## config.mk

```make
export PLATFORM = sky130hd
export DESIGN_NAME = tinydfu_boot_ctrl_flat
export DESIGN_NICKNAME = d
export VERILOG_FILES = /design/src/rtl/tinydfu_pkg.sv /design/src/rtl/tinydfu_boot_ctrl_if.sv /design/src/rtl/tinydfu_led_pattern.sv /design/src/rtl/tinydfu_boot_ctrl.sv /design/src/flat_wrapper.sv
export SDC_FILE = /design/constraint.sdc
export NUM_CORES = 1
export LEC_CHECK = 0
export BUFFER_PORTS_ARGS = -buffer_cell sky130_fd_sc_hd__buf_2
export CORE_MARGIN = 1
export CORE_UTILIZATION = 54
export CTS_CLUSTER_DIAMETER = 30
export CTS_CLUSTER_SIZE = 40
export DETAILED_ROUTE_END_ITERATION = 7
export PLACE_DENSITY = 0.83
export SLEW_MARGIN = 20
export SYNTH_ARGS = -nofsm -noshare
export SYNTH_HDL_FRONTEND = slang
export SYNTH_SLANG_ARGS = --single-unit
```

## constraint.sdc

```tcl
create_clock -name clk -period 7.3 [get_ports clk]
set_input_delay 1.095 -clock clk [delete_from_list [all_inputs] [get_ports clk]]
set_output_delay 1.095 -clock clk [all_outputs]
set_load 0.01 [all_outputs]
```

## src/rtl/tinydfu_pkg.sv

```systemverilog
// Shared constants and types for the TinyDFU bootloader supervisor.
package tinydfu_pkg;

    localparam logic [7:0] DFU_IDLE       = 8'h02;
    localparam logic [7:0] DFU_ERROR      = 8'h0A;
    localparam logic [7:0] DFU_ACTIVE_MIN = 8'h03;

    typedef enum logic [1:0] {
        RESET_WAIT,
        AUTOBOOT,
        MANUAL,
        BOOT
    } boot_state_t;

    typedef enum logic [2:0] {
        LED_LAMP,
        LED_OFF,
        LED_ERROR,
        LED_IDLE,
        LED_CYLON
    } led_mode_t;

endpackage

```

## src/rtl/tinydfu_boot_ctrl_if.sv

```systemverilog
// Link between usb_dfu_core (master) and the boot supervisor (slave).
interface tinydfu_boot_ctrl_if;

    logic [7:0] dfu_state;
    logic       dfu_detach;
    logic       usb_reset;
    logic       usb_pull_en;

    modport master (
        output dfu_state,
        output dfu_detach,
        input  usb_reset,
        input  usb_pull_en
    );

    modport slave (
        input  dfu_state,
        input  dfu_detach,
        output usb_reset,
        output usb_pull_en
    );

endinterface

```

## src/rtl/tinydfu_led_pattern.sv

```systemverilog
// Status LED pattern generator: free-running counter, blink sources and a
// bouncing one-hot cylon advanced on synchronous edges of a counter bit.
module tinydfu_led_pattern
    import tinydfu_pkg::*;
#(
    parameter int unsigned NUM_LEDS       = 3,
    parameter int unsigned BLINK_BIT      = 21,
    parameter int unsigned STEP_BIT       = 20,
    parameter bit          LED_ACTIVE_LOW = 1'b1
) (
    input  logic                clk,
    input  logic                resetn,
    input  led_mode_t           mode,
    output logic [NUM_LEDS-1:0] led
);

    localparam int unsigned TOP_BIT = (BLINK_BIT > STEP_BIT) ? BLINK_BIT : STEP_BIT;
    localparam int unsigned CW      = TOP_BIT + 1;
    localparam int unsigned PW      = (NUM_LEDS > 1) ? $clog2(NUM_LEDS) : 1;
    localparam logic [PW-1:0]       POS_MAX = PW'(NUM_LEDS - 1);
    localparam logic [NUM_LEDS-1:0] POL     = {NUM_LEDS{LED_ACTIVE_LOW}};

    logic [CW-1:0]       cnt;
    logic                step_d;
    logic                step_rise;
    logic [PW-1:0]       pos;
    logic                dir_down;
    logic [NUM_LEDS-1:0] pat;

    assign step_rise = cnt[STEP_BIT] & ~step_d;

    always_ff @(posedge clk or negedge resetn) begin
        if (!resetn) begin
            cnt    <= '0;
            step_d <= 1'b0;
        end else begin
            cnt    <= cnt + CW'(1);
            step_d <= cnt[STEP_BIT];
        end
    end

    // Position bounces 0 -> N-1 -> 0; a single LED never moves.
    always_ff @(posedge clk or negedge resetn) begin
        if (!resetn) begin
            pos      <= '0;
            dir_down <= 1'b0;
        end else if (step_rise && (NUM_LEDS > 1)) begin
            if (dir_down) begin
                if (pos == '0) begin
                    dir_down <= 1'b0;
                    pos      <= PW'(1);
                end else begin
                    pos <= pos - PW'(1);
                end
            end else if (pos == POS_MAX) begin
                dir_down <= 1'b1;
                pos      <= POS_MAX - PW'(1);
            end else begin
                pos <= pos + PW'(1);
            end
        end
    end

    always_comb begin
        pat = '0;
        unique case (mode)
            LED_LAMP:  pat = '1;
            LED_OFF:   pat = '0;
            LED_ERROR: pat = {NUM_LEDS{cnt[BLINK_BIT]}};
            LED_IDLE:  pat[0] = cnt[BLINK_BIT];
            LED_CYLON: pat = NUM_LEDS'(1) << pos;
            default:   pat = '0;
        endcase
    end

    always_ff @(posedge clk or negedge resetn) begin
        if (!resetn) led <= '1 ^ POL;
        else         led <= pat ^ POL;
    end

endmodule

```

## src/rtl/tinydfu_boot_ctrl.sv

```systemverilog
// Bootloader supervisor: USB reset/pull-up sequencing, autoboot countdown
// with cancel, sticky boot request and status LED mode selection.
module tinydfu_boot_ctrl
    import tinydfu_pkg::*;
#(
    parameter int unsigned CLK_HZ         = 12000000,
    parameter int unsigned BOOT_TIMEOUT_S = 5,
    parameter int unsigned RESET_CYCLES   = 65535,
    parameter int unsigned NUM_LEDS       = 3,
    parameter int unsigned BLINK_BIT      = 21,
    parameter int unsigned STEP_BIT       = 20,
    parameter bit          LED_ACTIVE_LOW = 1'b1
) (
    input  logic                clk,
    input  logic                resetn,
    tinydfu_boot_ctrl_if.slave  core,
    input  logic                btn,
    output logic                boot_now,
    output logic                auto_boot_active,
    output logic [NUM_LEDS-1:0] led
);

    localparam int unsigned BOOT_TICKS = CLK_HZ * BOOT_TIMEOUT_S;
    localparam int unsigned BOOT_W_RAW = $clog2(BOOT_TICKS + 1);
    localparam int unsigned BOOT_W     = (BOOT_W_RAW < 1) ? 1 : BOOT_W_RAW;
    localparam int unsigned RST_W_RAW  = $clog2(RESET_CYCLES + 1);
    localparam int unsigned RST_W      = (RST_W_RAW < 1) ? 1 : RST_W_RAW;
    localparam logic [BOOT_W-1:0] BOOT_LOAD =
        BOOT_W'((BOOT_TICKS == 32'd0) ? 32'd0 : BOOT_TICKS - 32'd1);
    localparam logic [RST_W-1:0]  RST_LOAD  = RST_W'(RESET_CYCLES);
    localparam bit                AUTOBOOT_EN = (BOOT_TIMEOUT_S != 0);

    boot_state_t       state;
    boot_state_t       state_nxt;
    logic [RST_W-1:0]  rst_cnt;
    logic [BOOT_W-1:0] boot_cnt;
    logic [1:0]        btn_sync;
    logic              btn_s;
    logic              usb_reset_q;
    logic              usb_pull_en_q;
    led_mode_t         led_mode_c;

    assign btn_s            = btn_sync[1];
    assign core.usb_reset   = usb_reset_q;
    assign core.usb_pull_en = usb_pull_en_q;

    always_ff @(posedge clk or negedge resetn) begin
        if (!resetn) btn_sync <= 2'b00;
        else         btn_sync <= {btn_sync[0], btn};
    end

    always_ff @(posedge clk or negedge resetn) begin
        if (!resetn) state <= RESET_WAIT;
        else         state <= state_nxt;
    end

    // Cancel outranks expiry; detach outranks everything.
    always_comb begin
        state_nxt = state;
        unique case (state)
            RESET_WAIT: begin
                if (rst_cnt == '0)
                    state_nxt = (btn_s || !AUTOBOOT_EN) ? MANUAL : AUTOBOOT;
            end
            AUTOBOOT: begin
                if (core.dfu_detach)
                    state_nxt = BOOT;
                else if ((core.dfu_state >= DFU_ACTIVE_MIN) || btn_s)
                    state_nxt = MANUAL;
                else if (boot_cnt == '0)
                    state_nxt = BOOT;
            end
            MANUAL: begin
                if (core.dfu_detach) state_nxt = BOOT;
            end
            BOOT:    state_nxt = BOOT;
            default: state_nxt = RESET_WAIT;
        endcase
    end

    // boot_cnt is preloaded while waiting so it is full on AUTOBOOT entry.
    always_ff @(posedge clk or negedge resetn) begin
        if (!resetn) begin
            rst_cnt  <= RST_LOAD;
            boot_cnt <= BOOT_LOAD;
        end else if (state == RESET_WAIT) begin
            if (rst_cnt != '0) rst_cnt <= rst_cnt - RST_W'(1);
            boot_cnt <= BOOT_LOAD;
        end else if ((state == AUTOBOOT) && (boot_cnt != '0)) begin
            boot_cnt <= boot_cnt - BOOT_W'(1);
        end
    end

    always_ff @(posedge clk or negedge resetn) begin
        if (!resetn) begin
            usb_reset_q      <= 1'b1;
            usb_pull_en_q    <= 1'b0;
            boot_now         <= 1'b0;
            auto_boot_active <= 1'b0;
        end else begin
            usb_reset_q      <= (state_nxt == RESET_WAIT);
            usb_pull_en_q    <= (state_nxt != RESET_WAIT);
            boot_now         <= (state_nxt == BOOT);
            auto_boot_active <= (state_nxt == AUTOBOOT);
        end
    end

    always_comb begin
        led_mode_c = LED_CYLON;
        if (state_nxt == RESET_WAIT)         led_mode_c = LED_LAMP;
        else if (state_nxt == BOOT)          led_mode_c = LED_OFF;
        else if (core.dfu_state == DFU_ERROR) led_mode_c = LED_ERROR;
        else if (core.dfu_state == DFU_IDLE)  led_mode_c = LED_IDLE;
    end

    tinydfu_led_pattern #(
        .NUM_LEDS       (NUM_LEDS),
        .BLINK_BIT      (BLINK_BIT),
        .STEP_BIT       (STEP_BIT),
        .LED_ACTIVE_LOW (LED_ACTIVE_LOW)
    ) u_led_pattern (
        .clk    (clk),
        .resetn (resetn),
        .mode   (led_mode_c),
        .led    (led)
    );

endmodule

```

## src/flat_wrapper.sv

```systemverilog
// flat-port wrapper written by rule: the top's interface ports become plain ports
module tinydfu_boot_ctrl_flat import tinydfu_pkg::*;
#(
    parameter int unsigned CLK_HZ         = 12000000,
    parameter int unsigned BOOT_TIMEOUT_S = 5,
    parameter int unsigned RESET_CYCLES   = 65535,
    parameter int unsigned NUM_LEDS       = 3,
    parameter int unsigned BLINK_BIT      = 21,
    parameter int unsigned STEP_BIT       = 20,
    parameter bit          LED_ACTIVE_LOW = 1'b1
)
  (clk, resetn, btn, boot_now, auto_boot_active, led, core_dfu_state, core_dfu_detach, core_usb_reset, core_usb_pull_en);
  tinydfu_boot_ctrl_if core_i ();
  input  logic clk;
  input  logic resetn;
  input  logic btn;
  output logic boot_now;
  output logic auto_boot_active;
  output logic [NUM_LEDS-1:0] led;
  input wire logic [$bits(core_i.dfu_state)-1:0] core_dfu_state;
  input wire logic [$bits(core_i.dfu_detach)-1:0] core_dfu_detach;
  output wire logic [$bits(core_i.usb_reset)-1:0] core_usb_reset;
  output wire logic [$bits(core_i.usb_pull_en)-1:0] core_usb_pull_en;
  assign core_i.dfu_state = core_dfu_state;
  assign core_i.dfu_detach = core_dfu_detach;
  assign core_usb_reset = core_i.usb_reset;
  assign core_usb_pull_en = core_i.usb_pull_en;
  tinydfu_boot_ctrl #(.CLK_HZ(CLK_HZ), .BOOT_TIMEOUT_S(BOOT_TIMEOUT_S), .RESET_CYCLES(RESET_CYCLES), .NUM_LEDS(NUM_LEDS), .BLINK_BIT(BLINK_BIT), .STEP_BIT(STEP_BIT), .LED_ACTIVE_LOW(LED_ACTIVE_LOW)) u_core (.clk(clk), .resetn(resetn), .core(core_i), .btn(btn), .boot_now(boot_now), .auto_boot_active(auto_boot_active), .led(led));
endmodule
```

==> summary.md, run 1 <==
| Metric | Value |
|---|---|
| Minimum clock period | 2.845 ns |
| Synthesized flop and latch total | 79 |
| Placed standard-cell area | 0.003816 mm2 |
| Post-synth EDFFs | 0 |
| Layout Nets | 372 |
| Register area share after synthesis | 0.5509 |
| Worst path slowest cell | or4_4 |
| Most common cell after layout, fill and taps aside | dfrtp_1 |
| Slew headroom | 0.3752 |
| Largest cells by area after synthesis | dfrtp_1, dfstp_2, xnor2_1 |
| CTS tree | done |
| CP peak stage delay | 0.69 ns |
| Slew Limit Fails | 0 |
| WHS Path Cells | 0 |
| Worst Skew | 0.01106 ns |
| Reg-to-Reg End | u_core.boot_cnt[21] |
| Worst R2R Setup Slack | 4.45 ns |
| Die Wd | 84.40 um |
| Clk buf depth | 2 |
| Dpl cells | 423 |
| Clock root buffer | clkbuf_8 |
| Worst Setup Path Type | flop to flop |
| Fin. Hold Viols | 0 |
| Number of core rows | 29 |
| Worst path arrival time | 3.07 ns |
| Clk sink count | 79 |
| First-pass GRT wire length | 11,430 um |
| R2R cell count | 5 |
| Detail Route Antenna Nets | 0 |
| LEAKAGE | 0.001647 uW |
| RSZ-0062 raised after global routing | false |
| Crit end category | flop |
| Detailed router's first-iteration violation count | 136 |
| Register Area | 0.002019 mm2 |
| Dpl hpwl | 4189 um |
| Vias | 2,586 |
| DIE AREA | 0.007123 mm2 |
| Distinct cells, synth | 48 |
| Post-Layout Inst Area | 0.004014 mm2 |
| Routed WL | 6482 um |
| Post-synth top flop | dfrtp_1 |
| Clock Latency Late Sink | 0.35 ns |
| Htree depth | 3 |
| Crit path buffers/inverters | 0 |
| Per-cell routed wire length | 14.77 um |
| Final GP Congestion | 0.7726 |
| CTS Buf Count | 9 |
| Post-CTS Hold Buffers | 0 |
| Power per cell area | 202.9 mW/mm2 |
| Syn. warnings | 0 |
| Initial core utilization | 0.5676 |
| Area grow syn2layout | 9.488% |
| Final period util | 0.3898 |
| CORE AREA | 0.006459 mm2 |
| ANT cells | 0 |
| Die Y | 84.40 um |
| Hold crit path type | flop to flop |
| Max Cap Viol | 0 |
| Reg-to-Reg Start | u_core.boot_cnt[8] |
| Hold endpoint | u_core.btn_sync[1] |
| Share of cells above drive strength 1 | 0.2182 |
| Mean area per synthesized cell | 10.94 um2 |
| Gr ovfl total | 0 |
| Cells after Synth | 335 |
| Async set-reset flop share out of synthesis | 1.000 |
| Port Buf Inserts | 18 |
| Footprint of the multi-input gates | 0.001555 mm2 |
| Slew @ Worst Pin | 0.9372 ns |
| Pin count of the biggest net entering global routing | 80 |
| # setup viols final | 0 |
| Layout Cells excl Fill | 439 |
| Fillcell total | 494 |
| Netlist area before placement | 0.003666 mm2 |
| CP Launch Type | flop |
| IO Pins | 19 |
| Commonest non-fill, non-tap cells in the layout | dfrtp_1, dfstp_2, xnor2_1 |
| Setup TNS | 0 ns |
| Initial antenna violation count | 0 |
| Pre-antenna DRT Iters | 4 |
| Post-Syn Nets | 350 |
| Gates resized, CTS repair | 0 |
| Drt drc | 0 |
| CP Cell Sequence | or4_1 > or4_4 > o31ai_4 > nor4_1 > mux2i_1 |
| Peak supply drop | 0.1319 mV |
| Outcome | completed |
| Vias/cell | 5.891 |
| Placement Setup Slack | 4.363 ns |
| Min-delay src | u_core.btn_sync[0] |
| Hold Slack | 0.3648 ns |
| Crit-path max FO | 18 |
| Reg clk slew, reported paths | 0.08 ns |
| Vias in the first global route | 2,503 |
| Top cell type by total area after synthesis | dfrtp_1 |
| Gr usage total | 0.2036 |
| Req. time, crit path | 7.52 ns |
| CP top delay family | simple AND/OR/NAND/NOR gates |
| Worst setup margin | 4.455 ns |
| FMAX | 351.5 MHz |
| Post-CTS setup buffers | 0 |
| Yosys top cell area share | 0.3072 |
-- worst register-to-register path, stage by stage, from the launching register on --
cell     delay, ns
dfrtp_1       0.42
or4_1         0.67
or4_4         0.69
o31ai_4       0.64
nor4_1        0.15
mux2i_1       0.15
-- Yosys cell counts (all sizes together) (4+ instances only) --
master,n
dfrtp,45
dfstp,34
xnor2,30
nand2,29
nand3,19
xor2,17
nor2,16
o21ai,14
inv,12
or4,12
nor3,10
o31ai,10
or3,10
nor4,9
o211ai,8
nand4,7
a21oi,6
clkbuf,5
nand2b,5
or2,4
-- per-stage QoR --
stage / util / total power, uW
final: 0.6215 / 814.3
after global routing: 0.6215 / 847.5
after CTS: 0.6215 / 823.8
after detailed placement: 0.5909 / 504.0
after global placement: 0.5909 / 502.7
after floorplan: - / 487.4
-- registers in the layout, summed over array words and instances, names as in the netlist, named ones only --
signal	flops
u_core.auto_boot_active	1
u_core.boot_cnt	26
u_core.boot_now	1
u_core.btn_sync	2
u_core.core.usb_pull_en	1
u_core.core.usb_reset	1
u_core.rst_cnt	16
u_core.state	2
u_core.u_led_pattern.cnt	22
u_core.u_led_pattern.led	3
u_core.u_led_pattern.pos	2
u_core.u_led_pattern.step_d	1
-- how the worst max path moves through the flow --
stage,startpoint,to,cells past startpoint
after floorplan,core_dfu_state[6],u_core.u_led_pattern.led[1],5
after global placement,core_dfu_state[6],u_core.u_led_pattern.led[1],6
after detailed placement,core_dfu_state[6],u_core.u_led_pattern.led[2],6
after CTS,u_core.boot_cnt[8],u_core.boot_cnt[21],5
after global routing,u_core.boot_cnt[8],u_core.boot_cnt[11],5
final,u_core.boot_cnt[8],u_core.boot_cnt[21],5
-- per-layer routing --
metal	wire, um	track usage	part of all wire
met5	0	0	0
met4	127	0.08475	0.020
met3	260	0.06785	0.040
met2	3186	0.3279	0.49
met1	2907	0.2544	0.45
-- power by group --
| group | switching, uW | total [uW] | internal, uW |
|---|---|---|---|
| sequential | 9.28 | 463 | 454 |
| combinational | 20.7 | 33.6 | 12.9 |
| clock | 160 | 318 | 158 |
| total | 190 | 814 | 624 |
-- final cells by class --
class / count / area share
sequential: 79 / 0.5031
multi-input combinational: 236 / 0.3875
clock buffer: 9 / 0.03086
timing repair buffer: 19 / 0.02494
tap: 77 / 0.02400
clock inverter: 7 / 0.01839
inverter: 12 / 0.01122
-- cells by family (layout without fill, tap and decap cells) --
group	Yosys count	after routing	share of synthesized area
and+or+nand+nor	133	133	0.1956
DFF	79	79	0.5509
AOI/OAI and AO/OA	51	51	0.1003
xor gates and xnor gates	47	47	0.1123
muxes	2	2	0.005802
adders and majority gates	3	3	0.01024
buffers and inverters	20	47	0.02491
Power figures use the tool's default switching activity.
==> run 2: changes to the inputs <==
--- a/config.mk
+++ b/config.mk
@@ -11,7 +11,7 @@
 export CTS_CLUSTER_DIAMETER = 30
 export CTS_CLUSTER_SIZE = 40
 export DETAILED_ROUTE_END_ITERATION = 7
-export PLACE_DENSITY = 0.83
+export PLACE_DENSITY = 0.85
 export SLEW_MARGIN = 20
 export SYNTH_ARGS = -nofsm -noshare
 export SYNTH_HDL_FRONTEND = slang
==> constraint.sdc (replaced) <==
create_clock -name clk -period 2.4 [get_ports clk]
set_input_delay 0.36 -clock clk [delete_from_list [all_inputs] [get_ports clk]]
set_output_delay 0.36 -clock clk [all_outputs]
set_load 0.01 [all_outputs]
==> run 2 against run 1 <==
  * Non-clock buffer count increased by 14
  * Power increased to 3.2 times the previous value
  * Worst hold slack got worse by 0.25 ns
  * Routed wire length increased by 7.7%
  * Final area increased by 2.9%
  * The flow now finishes with violations (design-rule violations, negative setup slack)
  * Highest routed layer unchanged
  * Largest cell class unchanged
  * Utilization increased by 1.8 points
==> summary.md, run 2 (synthesized netlist as in run 1, its figures left out) <==
| Metric | Value |
|---|---|
| Clk buf depth | 2 |
| Clock root buffer | clkbuf_8 |
| CTS Buf Count | 9 |
| Slew headroom | 0.3990 |
| Pre-antenna DRT Iters | 6 |
| RSZ-0062 raised after global routing | true |
| Area grow syn2layout | 12.70% |
| Die Y | 84.40 um |
| Initial antenna violation count | 0 |
| Worst Setup Path Type | flop to flop |
| Commonest non-fill, non-tap cells in the layout | dfrtp_1, dfstp_2, xnor2_1 |
| Final period util | 1.007 |
| CP Cell Sequence | or4_1 > buf_4 > nor4_1 > nand4_1 > xor2_1 > nor2_1 |
| CORE AREA | 0.006459 mm2 |
| Layout Cells excl Fill | 453 |
| Slew @ Worst Pin | 0.8899 ns |
| Hold Slack | 0.1154 ns |
| Per-cell routed wire length | 15.41 um |
| Number of core rows | 29 |
| Layout Nets | 386 |
| Hold crit path type | primary input to async pin |
| Dpl cells | 434 |
| Fillcell total | 492 |
| Most common cell after layout, fill and taps aside | dfrtp_1 |
| Dpl hpwl | 4751 um |
| CP peak stage delay | 0.62 ns |
| Biggest regs | u_core.boot_cnt: 26 flops, u_core.u_led_pattern.cnt: 22 flops, u_core.rst_cnt: 16 flops |
| Die Wd | 84.40 um |
| Reg clk slew, reported paths | 0.08 ns |
| Crit-path max FO | 6 |
| IO Pins | 19 |
| Gr ovfl total | 0 |
| Crit path buffers/inverters | 1 |
| Detail Route Antenna Nets | 0 |
| Clock Latency Late Sink | 0.35 ns |
| # setup viols final | 1 |
| DIE AREA | 0.007123 mm2 |
| Worst Skew | 0.007105 ns |
| Power per cell area | 622.8 mW/mm2 |
| First-pass GRT wire length | 11,810 um |
| Detailed router's first-iteration violation count | 154 |
| Htree depth | 3 |
| LEAKAGE | 0.001726 uW |
| Met1 WL | 2914 um |
| Fin. Hold Viols | 0 |
| Vias/cell | 5.918 |
| ANT cells | 0 |
| CP Launch Type | flop |
| Pwr Total | 2573 uW |
| Drt drc | 2 |
| Worst path arrival time | 2.65 ns |
| Outcome | finished with violations |
| Crit end category | flop |
| Routed length on met2 | 3544 um |
| Pin count of the biggest net entering global routing | 74 |
| Vias | 2,681 |
| Initial core utilization | 0.5676 |
| Failing checks | design-rule violations, negative setup slack |
| CP top delay family | simple AND/OR/NAND/NOR gates |
| Max Cap Viol | 0 |
| Req. time, crit path | 2.63 ns |
| Biggest register | u_core.boot_cnt |
| Met3 WL | 363 um |
| Minimum clock period | 2.417 ns |
| Vias in the first global route | 2,618 |
| Port Buf Inserts | 18 |
| Clk sink count | 79 |
| Slew Limit Fails | 0 |
| Worst path slowest cell | nor4_1 |
| Flip-flop count of the largest register after layout | 26 |
| Peak supply drop | 0.3963 mV |
| CTS tree | done |
| Final GP Congestion | 0.8392 |
| Post-CTS Hold Buffers | 0 |
| FMAX | 413.7 MHz |
| Share of cells above drive strength 1 | 0.2447 |
| Highest metal used | met4 |
| Gr usage total | 0.2125 |
| Worst setup margin | -0.01722 ns |
| Routed WL | 6981 um |
run 2: cell types whose count changed in the layout (fill, tap and decap cells not counted):
cell	change
clkbuf_1	+1
o21ai_1	+2
buf_4	+13
clkinv_4	-1
buf_2	+1
clkinvlp_4	-2
bufinv_16	+1
o21ai_0	-2
clkinv_2	+1
run 2: worst reg2reg max path: stages (launching register included):
cell and delay (ns):
dfrtp_1 0.40, or4_1 0.56, buf_4 0.18, nor4_1 0.62, nand4_1 0.20, xor2_1 0.27
nor2_1 0.08
run 2: final cells by class:
type	instances	area [um2]	share of cell area
clock buffers	10	127.6	0.03089
clock inverters	6	85.08	0.02059
inverters	12	45.04	0.01090
multi-input cells	236	1555	0.3764
flip-flops and latches	79	2019	0.4888
well taps	77	96.34	0.02332
repair buffers	33	202.7	0.04906
run 2: layer usage:
metal,GRT usage,vias up
met5,0,-
met4,0.09245,0
met3,0.05506,16
met2,0.3681,62
met1,0.2515,1326
li1,-,1277
run 2: timing repair:
item,CTS,global route
hold endpoints to repair,0,0
endpoints found under the setup margin,0,16
resized for setup,0,2
setup buffers,0,3
run 2: path summary, 6_finish.rpt:
path	start	end	slack (ns)	cells after the start
min in group clk	btn	u_core.btn_sync[0]	0.12	1
max in group asynchronous	resetn	u_core.rst_cnt[11]	1.56	2
worst min-delay path	resetn	u_core.boot_cnt[8]	0.12	1
worst max-delay path	u_core.boot_cnt[11]	u_core.boot_cnt[22]	-0.02	6
worst min register to register	u_core.btn_sync[0]	u_core.btn_sync[1]	0.37	0
worst max register to register	u_core.boot_cnt[11]	u_core.boot_cnt[22]	-0.02	6
run 2: per-stage QoR:
step / cell area, um2 / TNS [ns] / util / setup WS (ns)
floorplan: 3672 / 0 / - / 0.01524
global placement: 3899 / 0 / 0.6036 / 0.1184
detailed placement: 3899 / 0 / 0.6036 / 0.04480
CTS: 4111 / 0 / 0.6366 / 0.03171
global route: 4131 / -0.1415 / 0.6397 / -0.04473
finish: 4131 / -0.01722 / 0.6397 / -0.01722
run 2: power by group:
part	switching [uW]	internal, uW	total [uW]
logic	65.4	44.6	110
clock network	472	582	1050
registers	29.5	1380	1410
